## config.mk

```make
export PLATFORM = sky130hd
export DESIGN_NAME = sha_1_msg_ctrl
export DESIGN_NICKNAME = d
export VERILOG_FILES = /design/src/rtl/sha_1_msg_ctrl.sv
export SDC_FILE = /design/constraint.sdc
export NUM_CORES = 2
export LEC_CHECK = 0
export BUFFER_PORTS_ARGS = -buffer_cell sky130_fd_sc_hd__buf_2
export CORE_AREA = 8 8 364 366
export CTS_BUF_LIST = sky130_fd_sc_hd__clkbuf_8 sky130_fd_sc_hd__clkbuf_16
export CTS_CLUSTER_SIZE = 12
export DETAILED_ROUTE_END_ITERATION = 12
export DIE_AREA = 0 0 372 374
export GPL_ROUTABILITY_DRIVEN = 1
export HOLD_SLACK_MARGIN = 0.02
export PLACE_DENSITY_LB_ADDON = 0.05
export SLEW_MARGIN = 40
export SYNTH_ARGS = -nofsm -noshare
export SYNTH_HDL_FRONTEND = slang
export SYNTH_SLANG_ARGS = --single-unit
```

## constraint.sdc

```tcl
create_clock -name clk -period 33.2 [get_ports clk]
set_clock_uncertainty 0.05 [all_clocks]
set_input_delay 3.32 -clock clk [delete_from_list [all_inputs] [get_ports clk]]
set_output_delay 3.32 -clock clk [all_outputs]
set_load 0.02 [all_outputs]
```

## src/rtl/sha_1_msg_ctrl.sv

```systemverilog
// SHA-1 message sequencer: packs a 32-bit word stream into 512-bit blocks, applies
// padding plus the 64-bit bit-length, issues blocks to the iterative core and returns the digest.
module sha_1_msg_ctrl #(
  parameter int CORE_TIMEOUT = 255
) (
  input  logic         clk,
  input  logic         rst,
  input  logic         in_valid,
  output logic         in_ready,
  input  logic [31:0]  in_data,
  input  logic         in_last,
  input  logic [2:0]   in_bytes,
  input  logic         abort,
  output logic [511:0] core_data,
  output logic [63:0]  core_index,
  output logic         core_enable,
  input  logic [159:0] core_hash,
  input  logic         core_ready,
  output logic [159:0] digest,
  output logic         digest_valid,
  output logic         busy,
  output logic         error
);

  localparam int WDW = $clog2(CORE_TIMEOUT + 1);

  typedef enum logic [1:0] {IDLE, FILL, SEND, WAIT} state_t;

  state_t           state;
  logic [15:0][31:0] blk;
  logic [3:0]       p;
  logic [63:0]      byte_cnt;
  logic [WDW-1:0]   wd;
  logic             final_blk, need_extra, spill;

  logic        hs, k4;
  logic [3:0]  p1;
  logic [4:0]  pad_slot;
  logic [63:0] cnt_base, cnt_nxt, len_nxt, len_cur;
  logic [31:0] pad_word;

  assign hs       = in_valid & in_ready;
  assign k4       = in_bytes >= 3'd4;
  assign p1       = p + 4'd1;
  assign pad_slot = {1'b0, p} + {4'd0, k4};
  // A new message restarts the byte count from zero on its first word
  assign cnt_base = (state == IDLE) ? 64'd0 : byte_cnt;
  assign cnt_nxt  = cnt_base + (in_last ? (k4 ? 64'd4 : {61'd0, in_bytes}) : 64'd4);
  assign len_nxt  = {cnt_nxt[60:0], 3'b000};
  assign len_cur  = {byte_cnt[60:0], 3'b000};
  assign pad_word = (in_data & ~(32'hffff_ffff >> {in_bytes[1:0], 3'b000}))
                  | (32'h8000_0000 >> {in_bytes[1:0], 3'b000});
  assign core_data = blk;

  always_ff @(posedge clk or posedge rst) begin
    if (rst) begin
      state        <= IDLE;
      blk          <= '0;
      p            <= '0;
      byte_cnt     <= '0;
      wd           <= '0;
      final_blk    <= 1'b0;
      need_extra   <= 1'b0;
      spill        <= 1'b0;
      in_ready     <= 1'b1;
      core_index   <= '0;
      core_enable  <= 1'b0;
      digest       <= '0;
      digest_valid <= 1'b0;
      busy         <= 1'b0;
      error        <= 1'b0;
    end else begin
      core_enable  <= 1'b0;
      digest_valid <= 1'b0;
      if (abort) begin
        state      <= IDLE;
        p          <= '0;
        byte_cnt   <= '0;
        wd         <= '0;
        core_index <= '0;
        final_blk  <= 1'b0;
        need_extra <= 1'b0;
        spill      <= 1'b0;
        in_ready   <= 1'b1;
        busy       <= 1'b0;
        error      <= 1'b0;
      end else begin
        case (state)
          IDLE, FILL: if (hs) begin
            if (state == IDLE) begin
              core_index <= '0;
              busy       <= 1'b1;
            end
            byte_cnt <= cnt_nxt;
            if (!in_last) begin
              blk[p] <= in_data;
              p      <= p1;
              if (p == 4'd15) begin
                state      <= SEND;
                in_ready   <= 1'b0;
                final_blk  <= 1'b0;
                need_extra <= 1'b0;
              end else begin
                state <= FILL;
              end
            end else begin
              for (int j = 0; j < 16; j++)
                if (j > int'(p)) blk[j] <= '0;
              blk[p] <= k4 ? in_data : pad_word;
              if (k4 && p != 4'd15) blk[p1] <= 32'h8000_0000;
              // Length fits only if the 0x80 byte landed at or before word 13
              if (pad_slot <= 5'd13) begin
                blk[14]    <= len_nxt[63:32];
                blk[15]    <= len_nxt[31:0];
                final_blk  <= 1'b1;
                need_extra <= 1'b0;
              end else begin
                final_blk  <= 1'b0;
                need_extra <= 1'b1;
              end
              spill    <= pad_slot == 5'd16;
              state    <= SEND;
              in_ready <= 1'b0;
            end
          end
          SEND: begin
            core_enable <= 1'b1;
            wd          <= '0;
            state       <= WAIT;
          end
          WAIT: begin
            if (core_ready) begin
              if (final_blk) begin
                digest       <= core_hash;
                digest_valid <= 1'b1;
                busy         <= 1'b0;
                p            <= '0;
                in_ready     <= 1'b1;
                state        <= IDLE;
              end else if (need_extra) begin
                blk        <= '0;
                blk[0]     <= spill ? 32'h8000_0000 : 32'h0;
                blk[14]    <= len_cur[63:32];
                blk[15]    <= len_cur[31:0];
                final_blk  <= 1'b1;
                need_extra <= 1'b0;
                core_index <= core_index + 64'd1;
                state      <= SEND;
              end else begin
                core_index <= core_index + 64'd1;
                p          <= '0;
                in_ready   <= 1'b1;
                state      <= FILL;
              end
            end else if (wd == WDW'(CORE_TIMEOUT - 1)) begin
              // Hung core: stay locked out of new messages until abort
              error    <= 1'b1;
              busy     <= 1'b0;
              p        <= '0;
              in_ready <= 1'b0;
              state    <= IDLE;
            end else begin
              wd <= wd + 1'b1;
            end
          end
          default: state <= IDLE;
        endcase
      end
    end
  end

endmodule

```

* After elaboration in Yosys (flattened, before gate mapping)
Cells that the tools add are included.
Widths: inputs -> output; s select.
** Operators by class
- Add/sub/neg operators :: 5
- $lt $le $gt $ge :: 21
- Equal/unequal tests :: 23
- Shifts and indexed selects :: 2
- Muxes and demuxes :: 168
- Bitwise logic cells :: 8
- Reduce and logical (&&, ||, !) cells :: 26
** Operator list (count)
- $mux 512 :: 6
- $mux 32 :: 79
- $bwmux 512 :: 2
- $pmux 512 s2 :: 1
- $mux 64 :: 10
- $and 496x496->496 :: 1
- $not 496->496 :: 1
- $demux 32 s4 :: 2
- $pmux 64 s2 :: 1
- $add 64x1->64 const B :: 1
- $add 64x3->64 :: 1
- $shr 32x5->32 const A :: 2
- $mux 1 :: 40
- $and 32x32->32 :: 1
- $gt 4x4->1 const A :: 8
- $not 32->32 :: 1
- $or 32x32->32 :: 1
- $mux 4 :: 7
- $reduce_and 5->1 :: 5
- $mux 8 :: 3
- $ne 3x3->1 const B :: 7
- $gt 3x4->1 const A :: 4
- $mux 2 :: 8
- $ne 4x4->1 const B :: 4
- other kinds (33) :: 57
** Word-level totals
- Register bits :: 822
- Bits of input ports :: 201
- Output and inout port bits :: 741
- Logic and storage cells :: 283

* Longest topological paths before layout
- Depth after elaboration :: 13
- Gate-level depth with buffers :: 16
- Mapped depth without buffers :: 12

* Worst setup path after synthesis
No wires, ideal clock.
- Kind :: input -> register
- Start point :: input in_bytes[2]
- End point :: register blk, in the netlist core_data[465]
- Setup time :: 0.132 ns
- Data arrival time :: 6.061 ns
- Required time :: 33.018 ns
- Setup slack :: 26.957 ns
- Stages :: 12
- Path buffers :: 1
- Path through :: clkbuf_1 -> nor2_1 -> and2_1 -> ha_1 -> inv_1 -> fa_1 -> nor2b_1 -> o2111ai_1 -> or3_4 -> o31a_1 -> o21ai_1 -> a21oi_1
** Between the ends
- Cells in the longest elaborated chain, start to end :: 9
- Elaborated cells on any way between the ends :: 15
- Classes of those cells :: 2 x add/sub; 2 x order compare; 9 x mux; 1 x bitwise; 1 x reduce/logical
** RTL lines
- from (decl) :: RTL line 12 : input logic [2:0] in_bytes,
- parallel branches: the longest is 5 deep, another holds $add 64x3->64
- $mux 64 (*) :: RTL line 112 : if (pad_slot <= 5'd13) begin
- $mux 512 (*) :: RTL line 95 : if (!in_last) begin
- $mux 512 (*) :: RTL line 89 : IDLE, FILL: if (hs) begin
- $pmux 512 s2 (*) :: RTL line 88 : case (state)
- to (signal, indexed assignment) :: RTL line 96 : blk[p] <= in_data;
- to (signal, indexed assignment) :: RTL line 109 : blk[p] <= k4 ? in_data : pad_word;
- to (decl) :: RTL line 30 : logic [15:0][31:0] blk;
Mark *: on every way between the ends. The select of a mux whose other input is x is not followed.
A chain may end at the register's enable or synchronous reset.

* Worst setup path after layout
- Start point :: input in_last
- End point :: register byte_cnt[48]
** Between the ends
- Cells in the longest elaborated chain, start to end :: 5
** RTL lines
- from (decl) :: RTL line 11 : input logic in_last,
- $mux 3 :: RTL line 48 : assign cnt_nxt = cnt_base + (in_last ? (k4 ? 64'd4 : {61'd0, in_bytes}) : 64'd4);
- $add 64x3->64 :: RTL line 48
- $mux 64 :: RTL line 89
- $mux 64 :: RTL line 88
- $mux 64 :: RTL line 75 : if (abort) begin
- to (signal assigned) :: RTL line 94 : byte_cnt <= cnt_nxt;
- to (decl) :: RTL line 32 : logic [63:0] byte_cnt;
No other way between the ends. The select of a mux whose other input is x is not followed.

==> reports/summary.txt <==
status -> finished clean
Post-CTS Setup Bufs -> 0
filler cell count -> 13,000
Logic pwr share -> 0.317
Pwr per Cell Area -> 74.0 nW/um^2
post-cts sizing count -> 0
post-synthesis cell type count -> 85
1st-iter DRT viols -> 3,932
Syn Nets -> 4,314
DR pass1 iterations -> 8
Worst Path Arrival -> 7.44 ns
Synth area leader -> dfrtp_1
Setup crit end kind -> flop
via count -> 38,600
worst vdd ir -> 0.0490 mV
Post-Layout Cell Count -> 6,656
Crit Path Max Fanout -> 77
largest net degree at the start of global routing -> 138
Critical Path RT -> 33.78 ns
share of the synthesized area in the top cell type -> 0.514
Wirelength per Cell -> 32.3 um
Final Critical Period -> 6.86 ns
startpoint types -> input pin
dpl hpwl -> 155 mm
sw frac -> 0.394
final setup fails -> 0
synth warn -> 0
Slew @ Worst Pin -> 0.967 ns
starting density of the core -> 0.314
vias per std cell -> 5.80
clock latency on the worst-skew pair -> 0.72 ns
Total GRT Usage -> 0.295
Psw -> 1.46 mW
Nets -> 5,121
CORE AREA -> 127,000 sq um
# IOs -> 942
placer congestion estimate -> 0.887
remaining antenna violation count -> 0
placed insts -> 6,462
critical path class -> in -> reg
first-pass GRT wire length -> 301 mm
initial antenna violation count -> 28
total gr overflow -> 0
htree depth -> 3
DRC viols -> 0
Post-Syn Area -> 39,800 sq um
Hold Path Class -> reg -> reg
RSZ-0062 raised after global routing -> no
Max-Cap Viols -> 0
CTS tree -> built
num rows -> 131
die area -> 139,000 sq um
asr flop ratio synth -> 1.00
Seq pwr share -> 0.367
Achievable Freq -> 0.146 GHz
Cell Int Power -> 2.25 mW
number of enable flip-flop cells after synthesis -> 0
CTS clk-pin slew, worst paths -> 0.06 ns
CTS sink count -> 819
largest cells by area after synthesis -> dfrtp_1 51%, o21ai_0 6.3%, a22o_1 4.8%, mux2_2 4.6%, nand2_1 4.3%
fin crit share -> 0.207
DRT Wirelength -> 215 mm
Setup TNS -> 0 ns
clock power share -> 0.315
area grow syn2layout -> 25.9%
Slew Viols, Final -> 0
Die Width -> 372 um
Worst slew margin -> 0.350
CTS buffer count -> 101
Pleak -> 23.7 nW
CTS Root Cell -> clkbuf_16
Hold Violations, Final -> 0
ratio of cells with drive above 1 in the final layout -> 0.299
Vert. Die Dim -> 374 um
Synth Flop Type -> dfrtp_1
number of global-route vias before repair -> 37,500
CTS hold repair buffers -> 0
Syn Area/Cell -> 9.71 sq um
#FFs+latches synth -> 819
count of buffers from port buffering -> 941
sequential area share after synthesis -> 0.515
Mapped Cells -> 4,097
CTS Buffer Depth -> 3
## critical path, cell delays in order
cell,delay [ns]
buf_4,0.40
inv_2,0.06
buf_6,0.31
nor2_1,0.52
and2_1,0.21
ha_1,0.16
inv_1,0.06
fa_1,0.46
nor2b_1,0.35
o2111ai_1,0.15
buf_4,0.20
nor3_4,0.60
nand3_1,0.16
or3_1,0.34
o21ai_0,0.10
## worst paths after layout
kind                                            start                    endpoint  slack [ns]  depth (start not counted)
setup / recovery                              in_last    byte_cnt[48]$_DFFE_PP0P_       26.34                         15
hold / removal             core_data[428]$_DFFE_PP0P_  core_data[428]$_DFFE_PP0P_        0.43                          1
setup reg to reg                 state[1]$_DFFE_PP0P_    byte_cnt[48]$_DFFE_PP0P_       28.82                         14
hold reg to reg            core_data[428]$_DFFE_PP0P_  core_data[428]$_DFFE_PP0P_        0.43                          1
max in group asynchronous                         rst     digest[115]$_DFFE_PP0P_       27.65                          6
min in group asynchronous                         rst  core_data[271]$_DFFE_PP0P_        2.67                          2
## power groups by stage
stage / sequential (mW) / combinational [mW] / clock [mW]
4_1_cts: 1.36 / 1.19 / 1.19
2_1_floorplan: 1.58 / 0.395 / 0
6_report: 1.36 / 1.18 / 1.17
5_1_grt: 1.38 / 1.24 / 1.23
3_3_place_gp: 1.37 / 1.17 / 0
3_5_place_dp: 1.37 / 1.18 / 0
## layer usage
metal / part of all wire / global-route usage / vias up / wire length (um)
li1: - / - / 16700 / -
met1: 0.40 / 0.379 / 19800 / 86900
met2: 0.46 / 0.473 / 1705 / 99700
met3: 0.082 / 0.0747 / 386 / 17700
met4: 0.048 / 0.123 / 14 / 10400
met5: 0.00046 / 0 / - / 98
## sequential cells by signal (all words and copies together), names as in the netlist, 2 cells and up
name,cells
core_index,64
state,2
wd,8
p,4
byte_cnt,61
digest,160
core_data,512
## cell usage in the layout, fill, tap and decap left out, drive strengths merged, types with 65 or more instances in the layout
| master | Yosys | final |
|---|---|---|
| a21oi | 329 | 329 |
| a221oi | 65 | 65 |
| a22o | 220 | 220 |
| a31oi | 88 | 88 |
| buf | 69 | 1057 |
| clkbuf | 284 | 127 |
| dfrtp | 818 | 818 |
| inv | 77 | 107 |
| mux2 | 162 | 162 |
| nand2 | 452 | 452 |
| nand3 | 82 | 82 |
| nor2 | 186 | 186 |
| o21ai | 517 | 517 |
| o2bb2ai | 70 | 70 |
## per-stage QoR
step | power, mW | setup slack [ns] | hold slack (ns) | utilization | area [sq um]
3_5_place_dp | 2.56 | 25.46 | 0.419 | 0.367 | 46500
4_1_cts | 3.74 | 26.24 | 0.436 | 0.395 | 50000
3_3_place_gp | 2.55 | 25.40 | 0.414 | 0.365 | 46200
6_report | 3.71 | 26.34 | 0.430 | 0.395 | 50100
2_1_floorplan | 1.98 | 6.83 | 0.416 | - | 39800
5_1_grt | 3.85 | 26.09 | 0.445 | 0.395 | 50100
## kinds of logic after synthesis
| logic type | after synthesis | share of synthesized area |
|---|---|---|
| AO/OA/AOI/OAI | 1503 | 0.244 |
| XOR/XNOR | 60 | 0.0132 |
| adder cells (fa/ha/maj) | 16 | 0.00522 |
| buffers and inverters | 430 | 0.0417 |
| flip-flops | 819 | 0.515 |
| multiplexers | 165 | 0.0466 |
| AND/OR/NAND/NOR | 1104 | 0.134 |
## synth_stat cells, types with 19 or more instances
master	count
dfrtp_1	818
o21ai_0	498
nand2_1	452
a21oi_1	329
clkbuf_1	284
a22o_1	220
nor2_1	182
mux2_2	162
a31oi_1	88
nand3_1	81
inv_1	75
o2bb2ai_1	70
a221oi_1	65
nor3_1	51
or3_1	50
nand4_1	49
xnor2_1	49
o22a_1	46
nor4_1	39
and2_1	37
and3_1	37
buf_1	36
nor2b_1	36
o31ai_1	34
buf_2	31
o21ai_1	19
## cell type report
| cell class | instances | area (sq um) | share of cell area |
|---|---|---|---|
| Multi-Input combinational cell | 2848 | 18000 | 0.358 |
| Timing Repair Buffer | 1057 | 5770 | 0.115 |
| Inverter | 77 | 302 | 0.00602 |
| Tap cell | 1662 | 2080 | 0.0415 |
| Clock buffer | 127 | 2890 | 0.0576 |
| Clock inverter | 56 | 597 | 0.0119 |
| Sequential cell | 819 | 20500 | 0.409 |
| Antenna cell | 10 | 25.0 | 0.000499 |
No activity file was read; power rests on OpenSTA's default activity.
